==> config.mk <==
export PLATFORM = sky130hd
export DESIGN_NAME = mips8_boot_ctrl
export DESIGN_NICKNAME = d
export VERILOG_FILES = /design/src/rtl/mips8_pkg.sv /design/src/rtl/mips8_pad_sync.sv /design/src/rtl/mips8_boot_ctrl.sv
export SDC_FILE = /design/constraint.sdc
export NUM_CORES = 1
export LEC_CHECK = 0
export BUFFER_PORTS_ARGS = -buffer_cell sky130_fd_sc_hd__buf_2
export CORE_MARGIN = 3
export CORE_UTILIZATION = 50
export CTS_CLUSTER_DIAMETER = 200
export CTS_CLUSTER_SIZE = 20
export DETAILED_ROUTE_END_ITERATION = 16
export PLACE_DENSITY_LB_ADDON = 0.2
export SYNTH_ARGS = -nofsm -noshare
export SYNTH_HDL_FRONTEND = slang
export SYNTH_SLANG_ARGS = --single-unit
==> constraint.sdc <==
create_clock -name wb_clk_i -period 2.7 [get_ports wb_clk_i]
set_input_delay 0.54 -clock wb_clk_i [delete_from_list [all_inputs] [get_ports wb_clk_i]]
set_output_delay 0.54 -clock wb_clk_i [all_outputs]
set_load 0.05 [all_outputs]
==> src/rtl/mips8_pkg.sv <==
// Shared command codes and FSM state encoding for the MIPS-8 boot sequencer.
package mips8_pkg;

  localparam logic [7:0] CMD_LOAD = 8'h01;
  localparam logic [7:0] CMD_RUN  = 8'h02;
  localparam logic [7:0] CMD_HALT = 8'h03;
  localparam logic [7:0] CMD_STEP = 8'h04;

  typedef enum logic [1:0] {
    ST_IDLE = 2'd0,
    ST_LOAD = 2'd1,
    ST_RUN  = 2'd2,
    ST_HALT = 2'd3
  } state_t;

endpackage

==> src/rtl/mips8_pad_sync.sv <==
// Multi-flop synchronizer for the asynchronous pad strobe, command flag and data byte,
// followed by a rising-edge detect on the strobe that yields a one-cycle event.
module mips8_pad_sync #(
  parameter int SYNC_STAGES = 2
) (
  input  logic       i_clk,
  input  logic       i_rst,
  input  logic       i_stb,
  input  logic       i_cmd,
  input  logic [7:0] i_data,
  output logic       o_evt,
  output logic       o_cmd,
  output logic [7:0] o_data
);

  // Data and command travel alongside the strobe so they are stable when the edge is seen.
  logic [9:0] r_sync [SYNC_STAGES];
  logic       r_stb_prev;
  logic [9:0] w_last;

  always_ff @(posedge i_clk or posedge i_rst) begin
    if (i_rst) begin
      for (int i = 0; i < SYNC_STAGES; i++) r_sync[i] <= '0;
      r_stb_prev <= 1'b0;
    end else begin
      r_sync[0] <= {i_stb, i_cmd, i_data};
      for (int i = 1; i < SYNC_STAGES; i++) r_sync[i] <= r_sync[i-1];
      r_stb_prev <= r_sync[SYNC_STAGES-1][9];
    end
  end

  assign w_last = r_sync[SYNC_STAGES-1];
  assign o_evt  = w_last[9] & ~r_stb_prev;
  assign o_cmd  = w_last[8];
  assign o_data = w_last[7:0];

endmodule

==> src/rtl/mips8_boot_ctrl.sv <==
// Boot sequencer: assembles pad bytes into imem words, then runs/halts/steps the core.
// Optional MIPS8_BOOT_CSUM_EN adds ld_csum_o, an XOR of all data bytes seen in LOAD.
module mips8_boot_ctrl
  import mips8_pkg::*;
#(
  parameter int INSTR_W     = 16,
  parameter int ADDR_W      = 8,
  parameter int SYNC_STAGES = 2
) (
  input  logic               wb_clk_i,
  input  logic               wb_rst_i,
  input  logic [7:0]         pad_data_i,
  input  logic               pad_stb_i,
  input  logic               pad_cmd_i,
  input  logic               core_halt_i,
  output logic               core_rst_o,
  output logic               core_en_o,
  output logic               imem_we_o,
  output logic [ADDR_W-1:0]  imem_addr_o,
  output logic [INSTR_W-1:0] imem_wdata_o,
  output logic [1:0]         state_o,
`ifdef MIPS8_BOOT_CSUM_EN
  output logic [7:0]         ld_csum_o,
`endif
  output logic               ld_ovf_o
);

  localparam int NB = INSTR_W / 8;
  localparam int CW = (NB > 1) ? $clog2(NB) : 1;
  localparam logic [ADDR_W-1:0] ADDR_MAX = '1;
  localparam logic [CW-1:0]     CNT_LAST = CW'(NB - 1);

  logic              w_evt, w_cmd;
  logic [7:0]        w_data;
  logic              w_is_cmd, w_is_dat;

  state_t            r_state, w_state_nxt;
  logic [CW-1:0]     r_cnt, w_cnt_nxt;
  logic [INSTR_W-1:0] r_buf, w_buf_nxt, w_word;
  logic [ADDR_W-1:0] r_addr, w_addr_nxt;
  logic              r_we, w_we_nxt;
  logic [INSTR_W-1:0] r_wdata, w_wdata_nxt;
  logic              r_ovf, w_ovf_nxt;
  logic              r_core_rst, w_core_rst_nxt;
  logic              r_core_en, w_core_en_nxt;
  logic              w_step;
`ifdef MIPS8_BOOT_CSUM_EN
  logic [7:0]        r_csum, w_csum_nxt;
`endif

  mips8_pad_sync #(.SYNC_STAGES(SYNC_STAGES)) u_pad_sync (
    .i_clk  (wb_clk_i),
    .i_rst  (wb_rst_i),
    .i_stb  (pad_stb_i),
    .i_cmd  (pad_cmd_i),
    .i_data (pad_data_i),
    .o_evt  (w_evt),
    .o_cmd  (w_cmd),
    .o_data (w_data)
  );

  assign w_is_cmd = w_evt & w_cmd;
  assign w_is_dat = w_evt & ~w_cmd;

  always_ff @(posedge wb_clk_i or posedge wb_rst_i) begin
    if (wb_rst_i) begin
      r_state    <= ST_IDLE;
      r_cnt      <= '0;
      r_buf      <= '0;
      r_addr     <= '0;
      r_we       <= 1'b0;
      r_wdata    <= '0;
      r_ovf      <= 1'b0;
      r_core_rst <= 1'b1;
      r_core_en  <= 1'b0;
`ifdef MIPS8_BOOT_CSUM_EN
      r_csum     <= '0;
`endif
    end else begin
      r_state    <= w_state_nxt;
      r_cnt      <= w_cnt_nxt;
      r_buf      <= w_buf_nxt;
      r_addr     <= w_addr_nxt;
      r_we       <= w_we_nxt;
      r_wdata    <= w_wdata_nxt;
      r_ovf      <= w_ovf_nxt;
      r_core_rst <= w_core_rst_nxt;
      r_core_en  <= w_core_en_nxt;
`ifdef MIPS8_BOOT_CSUM_EN
      r_csum     <= w_csum_nxt;
`endif
    end
  end

  always_comb begin
    w_state_nxt    = r_state;
    w_cnt_nxt      = r_cnt;
    w_buf_nxt      = r_buf;
    w_addr_nxt     = r_addr;
    w_we_nxt       = 1'b0;
    w_wdata_nxt    = r_wdata;
    w_ovf_nxt      = r_ovf;
    w_core_rst_nxt = r_core_rst;
    w_step         = 1'b0;
    w_word         = r_buf;
    w_word[8*int'(r_cnt) +: 8] = w_data;
`ifdef MIPS8_BOOT_CSUM_EN
    w_csum_nxt     = r_csum;
`endif

    // Address advances the cycle after its write, so imem_addr_o matches the pulse.
    if (r_we && !r_ovf) w_addr_nxt = r_addr + ADDR_W'(1);

    case (r_state)
      ST_IDLE: begin
        if (w_is_cmd && w_data == CMD_RUN) begin
          w_state_nxt    = ST_RUN;
          w_core_rst_nxt = 1'b0;
        end
      end
      ST_LOAD: begin
        if (w_is_dat) begin
`ifdef MIPS8_BOOT_CSUM_EN
          w_csum_nxt = r_csum ^ w_data;
`endif
          if (r_cnt == CNT_LAST) begin
            w_cnt_nxt = '0;
            if (!r_ovf) begin
              w_we_nxt    = 1'b1;
              w_wdata_nxt = w_word;
              if (r_addr == ADDR_MAX) w_ovf_nxt = 1'b1;
            end
          end else begin
            w_cnt_nxt = r_cnt + CW'(1);
            w_buf_nxt = w_word;
          end
        end else if (w_is_cmd && w_data == CMD_RUN) begin
          w_state_nxt    = ST_RUN;
          w_cnt_nxt      = '0;
          w_core_rst_nxt = 1'b0;
        end
      end
      ST_RUN: begin
        if (core_halt_i || (w_is_cmd && w_data == CMD_HALT)) w_state_nxt = ST_HALT;
      end
      ST_HALT: begin
        if (w_is_cmd && w_data == CMD_RUN)  w_state_nxt = ST_RUN;
        if (w_is_cmd && w_data == CMD_STEP) w_step      = 1'b1;
      end
      default: w_state_nxt = ST_IDLE;
    endcase

    // LOAD restarts the image from any state and overrides everything above.
    if (w_is_cmd && w_data == CMD_LOAD) begin
      w_state_nxt    = ST_LOAD;
      w_core_rst_nxt = 1'b1;
      w_addr_nxt     = '0;
      w_cnt_nxt      = '0;
      w_ovf_nxt      = 1'b0;
      w_we_nxt       = 1'b0;
      w_step         = 1'b0;
`ifdef MIPS8_BOOT_CSUM_EN
      w_csum_nxt     = '0;
`endif
    end

    w_core_en_nxt = (w_state_nxt == ST_RUN) | w_step;
  end

  assign core_rst_o   = r_core_rst;
  assign core_en_o    = r_core_en;
  assign imem_we_o    = r_we;
  assign imem_addr_o  = r_addr;
  assign imem_wdata_o = r_wdata;
  assign state_o      = r_state;
  assign ld_ovf_o     = r_ovf;
`ifdef MIPS8_BOOT_CSUM_EN
  assign ld_csum_o    = r_csum;
`endif

endmodule
# --- Word level (Yosys, flattened, before mapping) ---
# Index checks and enable logic that the tools add are counted.
op_classes:
  addsub: 3
  n_mul: 0
  div: 0
  magnitude_cmp: 0
  eq_ne: 10
  shifts: 2
  mux: 31
  n_bitwise: 8
  n_reduce_logical: 20
op_table:
  columns: ["operator", "n"]
  rows:
  - ["4-bit negation with 33-bit output", 1]
  - ["8-bit by 33-bit variable shift with 16-bit output, first input constant", 1]
  - ["8-bit by 33-bit variable part select with 16-bit output", 1]
  - ["1-bit 2-to-1 mux", 22]
  - ["16-bit bitwise mux", 1]
  - ["8-bit by 2-bit == test with 1-bit output, second input constant", 2]
  - ["8-bit 2-to-1 mux", 2]
  - ["8-bit by 1-bit adder with 8-bit output, second input constant", 1]
  - ["8-bit by 1-bit == test with 1-bit output, second input constant", 1]
  - ["8-bit by 3-bit == test with 1-bit output, second input constant", 1]
  - ["8-bit == test, second input constant", 1]
  - ["2-bit 2-to-1 mux", 4]
  - ["2-bit nonzero test", 4]
  - ["2-bit == test, second input constant", 3]
  - ["2-bit one-hot mux with 3 select lines", 1]
  - ["3-bit AND reduction", 2]
  - ["3-bit nonzero test", 2]
  - ["1-bit logical AND", 5]
  - ["1-bit NOT", 4]
  - ["2-bit AND reduction", 2]
  - ["4-bit AND reduction", 1]
  - ["1-bit AND", 3]
  - ["3-bit != test, second input constant", 1]
  - ["2-bit by 1-bit == test with 1-bit output, second input constant", 1]
  - ["other kinds (7)", 7]
word_totals:
  register_bits: 68
  latch_bits: 0
  ram_bits: 0
  romBits: 0
  in_bits: 13
  output_inout_bits: 30
  elab_cells: 86
  mem_count: 0

# --- Depth between registers and ports, before layout ---
depth:
  word_depth: 10
  depth_mapped: 7
  depth_no_buf: 6

# --- Cells and area by module ---
# Synthesis repeated with hierarchy kept, for this count alone.
hier_totals:
  hier_cells: 165
  area_unflattened_um2: 2393.5
modules_own_cells:
  columns: ["module", "instances", "cells_each", "area_per_inst_um2", "seq_area_each_um2"]
  rows:
  - ["mips8_boot_ctrl", 1, 134, 1790.5, 977.2]
  - ["mips8_pad_sync", 1, 31, 603.1, 525.5]

# --- Worst setup path after synthesis ---
# OpenSTA, ideal clock, no wires.
synth_timing:
  path_type: "register to register"
  start: "register r_state[1] (netlist: state_o[1])"
  end: "register r_wdata[10] (netlist: imem_wdata_o[10])"
  setup_ns: 0.125
  arrival_time_ns: 1.974
  required_ns: 2.575
  slack_ns: 0.601
  path_stages_with_launch: 7
  path_buffers: 2
  period_less_slack_ns: 2.099
  path_cell_list: "dfrtp_1 -> inv_1 -> ha_1 -> buf_6 -> nand4b_2 -> clkbuf_1 -> mux2_2"
synth_via:
  elab_chain_cells: 2
synth_lines:
  columns: ["item", "line_no", "source"]
  rows:
  - ["start: declaration", "mips8_boot_ctrl.sv:37", "state_t r_state, w_state_nxt;"]
  - ["start signal: assignment", "mips8_boot_ctrl.sv:80", "r_state <= w_state_nxt;"]
  - ["2-bit by 1-bit == test with 1-bit output", "mips8_boot_ctrl.sv:114", "case (r_state)"]
  - ["4-bit AND reduction (no line)", null, null]
  - ["end signal: assignment", "mips8_boot_ctrl.sv:85", "r_wdata <= w_wdata_nxt;"]
  - ["end: declaration", "mips8_boot_ctrl.sv:42", "logic [INSTR_W-1:0] r_wdata, w_wdata_nxt;"]
# No other way between the ends.
# A chain may end at the register's enable or synchronous reset.

# --- Worst setup path after layout ---
layout_timing:
  start: "register u_pad_sync.r_sync, in the netlist u_pad_sync.w_last[5]"
  end: "register r_core_en (netlist: core_en_o)"
layout_via:
  elab_chain_cells: 8
  word_cells_on_any_way: 19
  cone_classes: "5 x eq/ne; 8 x mux; 1 x bitwise; 5 x reduce/logical"
layout_lines:
  columns: ["item", "line_no", "source"]
  rows:
  - ["start: declaration", "mips8_pad_sync.sv:17", "logic [9:0] r_sync [SYNC_STAGES];"]
  - ["8-bit by 2-bit == test with 1-bit output, on equally long branches", null, null]
  - ["1-bit logical AND, on equally long branches", null, null]
  - ["2-bit 2-to-1 mux / 1-bit logical OR (equally long branches)", null, null]
  - ["2-bit 2-to-1 mux, on equally long branches", "mips8_boot_ctrl.sv:122, mips8_boot_ctrl.sv:144", null]
  - ["2-bit one-hot mux with 3 select lines", "mips8_boot_ctrl.sv:114", null]
  - ["2-bit 2-to-1 mux", "mips8_boot_ctrl.sv:154", "if (w_is_cmd && w_data == CMD_LOAD) begin"]
  - ["2-bit == test", "mips8_boot_ctrl.sv:167", "w_core_en_nxt = (w_state_nxt == ST_RUN) | w_step;"]
  - ["1-bit bitwise OR *", "mips8_boot_ctrl.sv:167", null]
  - ["via w_core_en_nxt", "mips8_boot_ctrl.sv:45", "logic r_core_en, w_core_en_nxt;"]
  - ["end signal: assignment", "mips8_boot_ctrl.sv:88", "r_core_en <= w_core_en_nxt;"]
  - ["end: declaration", "mips8_boot_ctrl.sv:45", null]
# The timed path passes the listed nets; every way through them passes the cells marked *.

==> results.txt <==
maximum clock insertion buffer count - 2
synthesis-stage register bit count - 60
number of placed I/O pins - 43
fraction of the cycle the final worst path needs - 0.826
Crit path buffers/inverters - 0
number of hold violations in the final report - 0
startpoint types - flip-flop
cts bufs inserted - 9
diode count - 0
Final nets - 230
slowest CP cell - nor4_4
initial antenna violation count - 0
total power - 3.06 mW
Setup crit end kind - flip-flop
headroom to the max-slew limit - 0.522
y dimension of the die - 73.9 um
CTS clock-pin slew for the worst setup and hold paths - 0.07 ns
Slew @ Worst Pin - 0.712 ns
Synth warnings - 0
type of the worst min-delay path - in -> async
die outline width - 73.9 um
leading cell type in the layout, fill and taps excluded - dfrtp_1
share of cells above drive strength 1 - 0.433
cell breakdown of the critical path - or4b_4 > or2_4 > nor4_4 > o41ai_1
Unique masters post-synth - 36
Fin Clk Skew - 0.00956 ns
later-pin clock latency in the skew report - 0.33 ns
summed instance area of the synthesized netlist - 0.00230 mm2
number of DRC violations after detailed-routing iteration 0 - 66
syn avg cell area - 14.4 um2
Initial Util - 0.522
Detailed Place HPWL - 3040 um
number of instances resized during post-cts repair - 0
critical path peak fanout - 14
final setup violation count - 0
leading cell types in the layout, fill and taps excluded - dfrtp_1, buf_2, mux2_2, nor2_1, clkbuf_8
Max Cap Viol - 0
worst vdd rail ir drop - 0.718 mV
Critical Path RT - 2.87 ns
global-route wire length before repair - 6900 um
filler-free cell count of the finished design - 269
wire length per cell - 15.2 um
largest cells by area after synthesis - dfrtp_1, mux2_2, ha_1, nor2_1, xor2_1
root buf cell - clkbuf_8
Leakage - 1.43 nW
Remaining DRCs - 0
Routed WL - 4090 um
largest net degree at the start of global routing - 24
H-tree depth - 3
worst slack at placement - 0.480 ns
final weighted congestion in routability-driven placement - 0.731
post-synthesis sequential area ratio - 0.652
run status - finished clean
number of standard cells after synthesis - 160
fill cell instance count of the final layout - 371
vias in the first global route - 1415
Sum Neg Setup Slack - 0 ns
number of vias after detailed routing - 1424
ratio of routed vias to standard cells - 5.29
CTS tree - done
crit path DAT - 2.40 ns
relative area change from synthesis to final layout - 20.2%
count of input and output buffers - 42
GRT overflow - 0
DIE AREA - 0.00546 mm2
highest achievable clock rate - 448 MHz
area share of the largest cell type after synthesis - 0.641
Placeable Area - 0.00441 mm2
count of TritonRoute iterations in the first routing pass - 4
CTS hold repair buffers - 0
RSZ-0062 raised after global routing - false
total power density per cell area - 1110 mW/mm2
GRT Total Usage - 0.176
number of nets with antenna violations after detailed routing - 0
PnR worst setup slack - 0.470 ns
pins over their slew limit - 0
floorplan row count - 24
Final Critical Period - 2.23 ns
peak per-stage delay on the critical path - 0.61 ns
CP Class - reg -> reg
post-synth top area cell - dfrtp_1
post-synthesis net count - 178
Placed Instances - 253
family with the most delay on the worst path - simple AND/OR/NAND/NOR gates
Clock Sink Count - 60
Post-CTS Setup Bufs - 0
-- per-stage QoR --
stage | hold WS [ns] | instance area (um2) | utilization
finish | 0.217 | 2770 | 0.628
global route | 0.241 | 2770 | 0.628
CTS | 0.225 | 2770 | 0.628
detailed placement | 0.335 | 2570 | 0.582
global placement | 0.333 | 2570 | 0.582
floorplan | 0.331 | 2300 | -
-- layout make-up --
type | count | area [um2] | share of cell area
clock buffer | 12 | 155 | 0.0560
multi-input combinational | 91 | 753 | 0.272
timing repair buffer | 44 | 225 | 0.0813
inverter | 6 | 22.5 | 0.00813
sequential | 60 | 1500 | 0.542
tap | 52 | 65.1 | 0.0235
clock inverter | 4 | 47.5 | 0.0172
-- worst register-to-register path, cell delays in order (launching register included) --
cell and delay, ns:
dfrtp_1 0.40, or4b_4 0.58, or2_4 0.29, nor4_4 0.61
o41ai_1 0.20
-- path summary, 6_finish.rpt --
| path | startpoint | to | slack (ns) | cells after the start |
|---|---|---|---|---|
| min in group wb_clk_i | pad_data_i[5] | u_pad_sync.r_sync[15]$_DFF_PP0_ | 0.32 | 1 |
| min | wb_rst_i | imem_wdata_o[13]$_DFFE_PP0P_ | 0.22 | 2 |
| max reg2reg | u_pad_sync.w_last[5]$_DFF_PP0_ | core_en_o$_DFF_PP0_ | 0.47 | 4 |
| min reg2reg | u_pad_sync.r_sync[11]$_DFF_PP0_ | u_pad_sync.w_last[1]$_DFF_PP0_ | 0.35 | 0 |
| max | u_pad_sync.w_last[5]$_DFF_PP0_ | core_en_o$_DFF_PP0_ | 0.47 | 4 |
| max in group asynchronous | wb_rst_i | core_rst_o$_DFFE_PP1P_ | 1.81 | 3 |
-- cell usage after synthesis --
cell type	number
a21o_2	1
nor3b_1	1
o31ai_1	1
dfrtp_1	59
or2_4	1
or2_2	2
or3_2	1
dfstp_2	1
inv_1	6
nand2b_1	2
buf_6	2
xnor2_1	1
o21ai_0	4
nand3_1	3
a41oi_1	1
nor2b_1	2
nor3_1	1
and4_1	2
nor2_1	14
or4b_4	1
nor4_4	2
mux2i_1	1
nand2_1	5
nand4_1	3
o21a_1	1
ha_1	5
nor4b_1	1
xor2_1	6
or3b_2	1
mux2_2	23
and3_1	1
and4b_1	1
clkbuf_1	1
o41ai_1	1
a21oi_1	1
nand4b_2	1
-- state kept, by name, indices dropped and copies added, names as in the netlist, 2 cells and up --
signal	cells
u_pad_sync.w_last	10
u_pad_sync.r_sync	10
imem_wdata_o	16
r_buf	8
imem_addr_o	8
state_o	2
-- power by group --
part | total (mW) | internal [mW] | switching (mW)
sequential | 1.26 | 1.12 | 0.139
clock | 0.793 | 0.473 | 0.319
combinational | 1.02 | 0.301 | 0.714
-- layer usage --
metal  vias up  part of all wire  global-route usage
met4         0             0.016              0.0724
met5         -                 0                   0
met3        12             0.070              0.0657
li1        659                 -                   -
met2        58              0.49               0.279
met1       695              0.42               0.217
-- cell families (layout without fill, tap and decap cells) --
logic type	count (synthesis)	after routing	synth area share
AOI/OAI and AO/OA	10	10	0.0288
xor gates and xnor gates	7	7	0.0266
adders and majority gates	5	5	0.0271
buffers and inverters	9	66	0.0212
DFF	60	60	0.652
muxes	24	24	0.117
and+or+nand+nor	45	45	0.128
(Power assumes the default switching activity.)
